`config.mk`:
```
export PLATFORM = sky130hd
export DESIGN_NAME = im_loader
export DESIGN_NICKNAME = d
export VERILOG_FILES = /design/src/rtl/im_loader.sv
export SDC_FILE = /design/constraint.sdc
export NUM_CORES = 1
export LEC_CHECK = 0
export CORE_ASPECT_RATIO = 1.2
export CORE_MARGIN = 1
export CORE_UTILIZATION = 30
export CTS_CLUSTER_DIAMETER = 200
export DETAILED_ROUTE_END_ITERATION = 16
export MAX_ROUTING_LAYER = met4
export PLACE_DENSITY_LB_ADDON = 0.1
export SKIP_LAST_GASP = 1
export SYNTH_ARGS = -nofsm -noshare
export SYNTH_HDL_FRONTEND = slang
export SYNTH_SLANG_ARGS = --single-unit
```
`constraint.sdc`:
```
create_clock -name clk -period 4.12 [get_ports clk]
set_input_delay 0.824 -clock clk [delete_from_list [all_inputs] [get_ports clk]]
set_output_delay 0.824 -clock clk [all_outputs]
set_load 0.01 [all_outputs]
```
`src/rtl/im_loader.sv`:
```
// im_loader: boot-time writer for the TRM instruction memory.
// Receives a framed byte stream (LEN_HI, LEN_LO, then N big-endian words of
// NB bytes), assembles DW-bit words and drives the memory write port. The
// TRM core is held in reset while a load is in progress.
//
// Ports:
//   clk, rst            clock, asynchronous active-low reset
//   start               one-cycle pulse that begins a load (IDLE/DONE/ERR only)
//   rx_data/valid/ready byte stream handshake; rx_ready from state only
//   im_we/wadr/wdata    instruction memory write port, one cycle per word
//   busy                load in progress
//   cpu_rst             active-low core reset, low while busy or in reset
//   done, err           sticky outcome of the last load
module im_loader #(
  parameter int unsigned DW   = 36,
  parameter int unsigned Size = 1024
) (
  input  logic          clk,
  input  logic          rst,
  input  logic          start,
  input  logic [7:0]    rx_data,
  input  logic          rx_valid,
  output logic          rx_ready,
  output logic          im_we,
  output logic [31:0]   im_wadr,
  output logic [DW-1:0] im_wdata,
  output logic          busy,
  output logic          cpu_rst,
  output logic          done,
  output logic          err
);

  localparam int unsigned NB   = (DW + 7) / 8;
  localparam int unsigned WW   = 8 * NB;
  localparam int unsigned PADW = WW - DW;
  // Padding bits occupy the top PADW bits of the first byte of each word.
  localparam logic [7:0]  PAD_MASK = 8'(16'hFF00 >> PADW);

  typedef enum logic [2:0] {
    S_IDLE, S_LEN_HI, S_LEN_LO, S_DATA, S_WRITE, S_DONE, S_ERR
  } state_t;

  state_t        state, state_nxt;
  logic [15:0]   count;
  logic [15:0]   addr;
  logic [3:0]    bidx;
  logic [WW-1:0] word;
  logic [WW-1:0] word_sh;
  logic [15:0]   len_c;
  logic          xfer;

  logic rx_ready_nxt, im_we_nxt, busy_nxt, done_nxt, err_nxt;

  assign xfer    = rx_valid & rx_ready;
  assign len_c   = {count[15:8], rx_data};
  assign word_sh = (word << 8) | WW'(rx_data);
  assign cpu_rst = ~busy & rst;

  // State register
  always_ff @(posedge clk or negedge rst) begin
    if (!rst) state <= S_IDLE;
    else      state <= state_nxt;
  end

  // Next-state logic
  always_comb begin
    state_nxt = state;
    case (state)
      S_IDLE, S_DONE, S_ERR: if (start) state_nxt = S_LEN_HI;
      S_LEN_HI: if (xfer) state_nxt = S_LEN_LO;
      S_LEN_LO: if (xfer) begin
        if (len_c == 16'd0)                 state_nxt = S_DONE;
        else if (32'(len_c) > 32'(Size))    state_nxt = S_ERR;
        else                                state_nxt = S_DATA;
      end
      S_DATA: if (xfer) begin
        if (bidx == 4'd0 && (rx_data & PAD_MASK) != 8'd0) state_nxt = S_ERR;
        else if (bidx == 4'(NB - 1))                      state_nxt = S_WRITE;
      end
      S_WRITE: begin
        if (16'(addr + 16'd1) == count) state_nxt = S_DONE;
        else                            state_nxt = S_DATA;
      end
      default: state_nxt = S_IDLE;
    endcase
  end

  // Output decode of the upcoming state, registered below so that every
  // status output lines up with the state it describes.
  always_comb begin
    rx_ready_nxt = 1'b0;
    im_we_nxt    = 1'b0;
    done_nxt     = 1'b0;
    err_nxt      = 1'b0;
    case (state_nxt)
      S_LEN_HI, S_LEN_LO, S_DATA: rx_ready_nxt = 1'b1;
      S_WRITE:                    im_we_nxt    = 1'b1;
      S_DONE:                     done_nxt     = 1'b1;
      S_ERR:                      err_nxt      = 1'b1;
      default: ;
    endcase
    busy_nxt = rx_ready_nxt | im_we_nxt;
  end

  // Output registers; write address/data captured on entry to WRITE
  always_ff @(posedge clk or negedge rst) begin
    if (!rst) begin
      rx_ready <= 1'b0;
      im_we    <= 1'b0;
      busy     <= 1'b0;
      done     <= 1'b0;
      err      <= 1'b0;
      im_wadr  <= 32'd0;
      im_wdata <= '0;
    end else begin
      rx_ready <= rx_ready_nxt;
      im_we    <= im_we_nxt;
      busy     <= busy_nxt;
      done     <= done_nxt;
      err      <= err_nxt;
      if (state == S_DATA && state_nxt == S_WRITE) begin
        im_wadr  <= 32'(addr);
        im_wdata <= DW'(word_sh);
      end
    end
  end

  // Frame datapath: length, word address, byte index and word assembly
  always_ff @(posedge clk or negedge rst) begin
    if (!rst) begin
      count <= 16'd0;
      addr  <= 16'd0;
      bidx  <= 4'd0;
      word  <= '0;
    end else begin
      case (state)
        S_LEN_HI: if (xfer) count[15:8] <= rx_data;
        S_LEN_LO: if (xfer) begin
          count[7:0] <= rx_data;
          addr       <= 16'd0;
          bidx       <= 4'd0;
        end
        S_DATA: if (xfer) begin
          word <= word_sh;
          bidx <= 4'(bidx + 4'd1);
        end
        S_WRITE: begin
          addr <= 16'(addr + 16'd1);
          bidx <= 4'd0;
        end
        default: ;
      endcase
    end
  end

endmodule

```
Word-level counts from Yosys, hierarchy flattened
Cells that the tools add are included.

operators by class
  add/sub/neg operators = 2
  $lt $le $gt $ge = 1
  equal/unequal tests = 16
  multiplexer cells = 19
  bitwise logic cells = 5
  reductions and logical operators = 15

operators with widths
  kind                   number
  $or 36x8->36           1
  $pmux 16 s2            1
  $mux 3                 9
  $eq 3x3->1 const B     6
  $add 16x1->16 const B  1
  $eq 16x16->1           1
  $gt 16x11->1 const B   1
  $logic_not 16->1       1
  $mux 16                1
  $pmux 3 s5             1
  $eq 3x2->1 const B     4
  $pmux 4 s3             1
  $mux 4                 2
  $reduce_and 2->1       4
  $reduce_bool 8->1      1
  $eq 3x1->1 const B     2
  $reduce_or 3->1        2
  $add 4x1->4 const B    1
  $eq 4x3->1 const B     1
  $logic_not 4->1        1
  $mux 1                 4
  $ne 2x2->1 const B     2
  $logic_not 3->1        1
  $reduce_and 3->1       1
  other kinds (6)        8

word-level totals
  flip-flop bits (word level) = 124
  output and inout port bits = 74
  logic and storage cells = 71

Depth between registers and ports, before layout
  word-level depth = 9
  depth in mapped cells = 10
  mapped depth without buffers = 9

Worst setup path before layout
OpenSTA, ideal clock, no wires.

  path type = input to register
  from = in rx_data[5]
  to = reg im_wadr[0]
  arrival = 3.108 ns
  required time = 3.995 ns
  path slack = 0.887 ns
  stages = 7
  buffers on the path = 1
  cells stage by stage = or4_4 -> nor4_2 -> a311oi_1 -> a311o_1 -> nor3_4 -> buf_6 -> mux2_4

on the way
  cells in the longest elaborated chain, start to end = 7
  elaborated cells on any way between the ends = 12

RTL lines
  element                                                   line    text
  start, declared                                           21      input logic [7:0] rx_data,
  $gt 16x11->1 / $reduce_bool 8->1 (equally long branches)  73, 77
  $mux 3 / $logic_and 1x1->1 (equally long branches)        73, 77
  $mux 3 (on tied branches)                                 72, 77
  $mux 3 (on tied branches)                                 71, 76
  $pmux 3 s5 *                                              68      case (state)
  $eq 3x3->1 *                                              121     if (state == S_DATA && state_nxt == S_WRITE) begin
  $logic_and 1x1->1 *                                       121
  end signal, assigned                                      122     im_wadr <= 32'(addr);
  end, declared                                             25      output logic [31:0] im_wadr,

Every way passes the cells marked *; elsewhere a longest branch is shown, timed or not.
A chain may end at the register's enable or synchronous reset.

Final worst setup path
  from = in rx_data[4]
  to = reg im_wadr[4]

The elaborated chain is that of the path after synthesis.

==> run_results.csv <==
group,metric,value,unit
clocking,cts_tree,"yes",
floorplanning,rows,55,
worst_setup_path,reg2reg_to,"im_wadr[4]",
route,first_pass_iters,4,
floorplanning,core_area,19100,sq um
global_route,track_usage,0.153,
place,place.gp.congestion,0.829,
floorplanning,fp.dieW,130,microns
synth,synth_area_per_cell,12.3,sq um
worst_setup_path,end_kind,"flop",
cells_and_area,fin_area,7390,sq um
synth,ys_seq_area_frac,0.524,
status,run_status,"finished, final reports clean",
synth,synthTopCellsByArea,"dfrtp_1, mux2_4, mux2_2",
worst_setup_path,rr_startpoint,"state[1]",
timing,period_needed,3.47,ns
clocking,clock-root-buffer,"clkbuf_16",
synth,yosysMostFrequentCell,"dfrtp_1",
clocking,cts_buffer_depth,2,
clocking,cts_max_level,4,
global_route,antenna_found_initial,0,
route,wl,13.8,mm
timing,tns,0,ns
timing,min_period_over_period,0.843,
pwr,switching_share,0.333,
route,drt-initial-drc-count,150,
synth,synth_commonest_cells,"dfrtp_1, mux2_4, nand2_1, mux2_2",
pwr,p_int,0.00364,W
global_route,grt_overflow,0,
synth,synth-seq-cells,124,
pwr,vdd.ir_drop.worst,0.305,mV
flow_run,drv_cap,0,
worst_setup_path,criticalPathCategory,"in2reg",
route,wl_per_cell,16.7,microns
clocking,cts_setup_buffers,0,
global_route,grt_max_degree,125,
route,route.detailed.drc,0,
clocking,cts_num_sinks,124,
floorplanning,pin_count,86,
worst_setup_path,worst-r2r-setup-slack,1.13,ns
clocking,cts.reportedPaths.clkPinSlew,0.06,ns
place,pre_cts_slack,0.162,ns
route,postRouteAntennaNets,0,
synth,ys_types,49,
pwr,seq_power_share,0.386,
cells_and_area,antenna_cells,0,
timing,finalSetupViolCount,0,
synth,synth_edf_count,0,
pwr,switching_power,0.00182,W
worst_setup_path,worst_ep_required_time,4.43,ns
worst_setup_path,arrival,3.78,ns
timing,skew,0.00544,ns
synth,syn_area,5920,sq um
worst_setup_path,crit_fanout,13,
place,hpwl,9.30,mm
synth,synth_cells,482,
global_route,grt_pass1_vias,4084,
timing,slew_viol_final,0,
timing,timing.final.ws_setup,0.649,ns
place,io_buffers,69,
pwr,p_leak,3.24,nW
floorplanning,dieArea,20300,sq um
pwr,power_density,738,nW/um^2
synth,synth_top_area_frac,0.524,
cells_and_area,drive_gt1_frac,0.250,
pwr,power_frac_comb,0.357,
timing,tightest_slew,0.853,ns
synth,ys.flop_type,"dfrtp_1",
timing,rsz0062_at_grt,"no",
global_route,grt_pass1_wl,22.5,mm
synth,synth.largest_area_cell,"dfrtp_1",
floorplanning,start_util,0.311,
clocking,cts_hold_buf,0,
cells_and_area,fin_cells,827,
floorplanning,die_h,156,microns
worst_setup_path,r2r_cells,6,
route,viasPerCell,4.65,
min_path,hold_path_depth,2,
min_path,hold-path-endpoint,"count[6]",
clocking,clock_latency,0.42,ns
min_path,hold_path_class,"reg2reg",
cells_and_area,area_delta_synth_final,24.9,%
timing,timing.hold.ws,0.499,ns
min_path,worstHoldStart,"count[6]",
synth,async_flop_share,1.00,
timing,max_slew_margin,0.429,
clocking,cts_resized,0,
worst_setup_path,startpoint,"rx_data[4]",
cells_and_area,nets,573,
place,dpl-instance-area,6840,sq um
place,dp.cells,795,
route,vias,3848,
timing,clock.fmax,288,MHz
worst_setup_path,start_kind,"primary input",
pwr,pwr-share-clk,0.258,
synth,yosys_warnings,0,
timing,finalHoldViolCount,0,
clocking,cts_buffers,17,
[area by class of cell]
| cell class | instances | area [sq um] |
|---|---|---|
| clock buffer | 17 | 425 |
| clock inverter | 15 | 129 |
| fill | 1858 | 11700 |
| inverter | 5 | 18.8 |
| multi-input combinational | 327 | 2570 |
| sequential | 124 | 3100 |
| tap | 256 | 320 |
| timing repair buffer | 83 | 831 |
[flip-flops by register name (all words and copies together), names as in the netlist, 3 cells and up]
signal    count
state         3
addr         16
count        16
bidx          4
word         28
im_wdata     36
im_wadr      16
[worst max-delay path, stage by stage]
cell and delay, ns:
clkdlybuf4s50_1 0.48, or4_4 0.56, nor4_2 0.35, a311oi_1 0.18, a311o_1 0.39, nor3_4 0.31, buf_4 0.33, mux2_4 0.33
[routing by layer]
layer	wire (microns)	global-route usage
met4	284	0.0676
met5	0	-
met3	650	0.0425
met1	6360	0.190
met2	6530	0.230
[worst max-delay path by stage]
| stage | endpoint | slack, ns | depth (start not counted) |
|---|---|---|---|
| finish | im_wadr[4] | 0.65 | 8 |
| floorplan | im_wadr[0] | 0.89 | 7 |
| detailed placement | im_wadr[6] | 0.16 | 8 |
| global route | im_wadr[12] | 0.53 | 8 |
| global placement | im_wadr[5] | 0.22 | 8 |
| CTS | im_wadr[6] | 0.60 | 8 |
[cells by family (layout without fill, tap and decap cells)]
group | Yosys count | in the layout | synth area share
flops | 124 | 124 | 0.524
compound gates | 53 | 53 | 0.0543
mux | 90 | 90 | 0.202
other cells | 1 | 16 | 0.000634
fa+ha+maj | 3 | 3 | 0.00634
simple gates | 136 | 136 | 0.118
xor+xnor | 29 | 29 | 0.0429
buf+inv | 46 | 120 | 0.0518
[cells in the final DEF (no fill, tap or decap), types with 4 or more instances in the layout]
cell / count
clkinv_4: 5
conb_1: 16
xor2_1: 11
clkbuf_16: 17
xnor2_1: 18
inv_1: 5
nor2_1: 27
a21oi_1: 7
nor3_1: 8
o31ai_1: 4
mux2_4: 49
mux2_2: 38
nand3_1: 18
nand4_1: 8
dfrtp_1: 124
inv_6: 6
nand2_1: 42
o21ai_0: 27
clkdlybuf4s50_1: 68
buf_4: 12
or3_1: 4
and4_1: 4
[power groups by stage]
stage / Sequential, W / Combinational, W / Clock, W
after CTS: 0.00211 / 0.00197 / 0.00145
final: 0.00210 / 0.00195 / 0.00141
after detailed placement: 0.00212 / 0.00196 / 0
after global placement: 0.00212 / 0.00194 / 0
after global routing: 0.00217 / 0.00212 / 0.00151
after floorplan: 0.00207 / 0.00125 / 0
[metrics by stage]
step,power [W],utilization
global placement,0.00406,0.359
floorplan,0.00332,-
global route,0.00580,0.388
finish,0.00546,0.388
CTS,0.00554,0.388
detailed placement,0.00409,0.359
No activity file was read; power rests on OpenSTA's default activity.
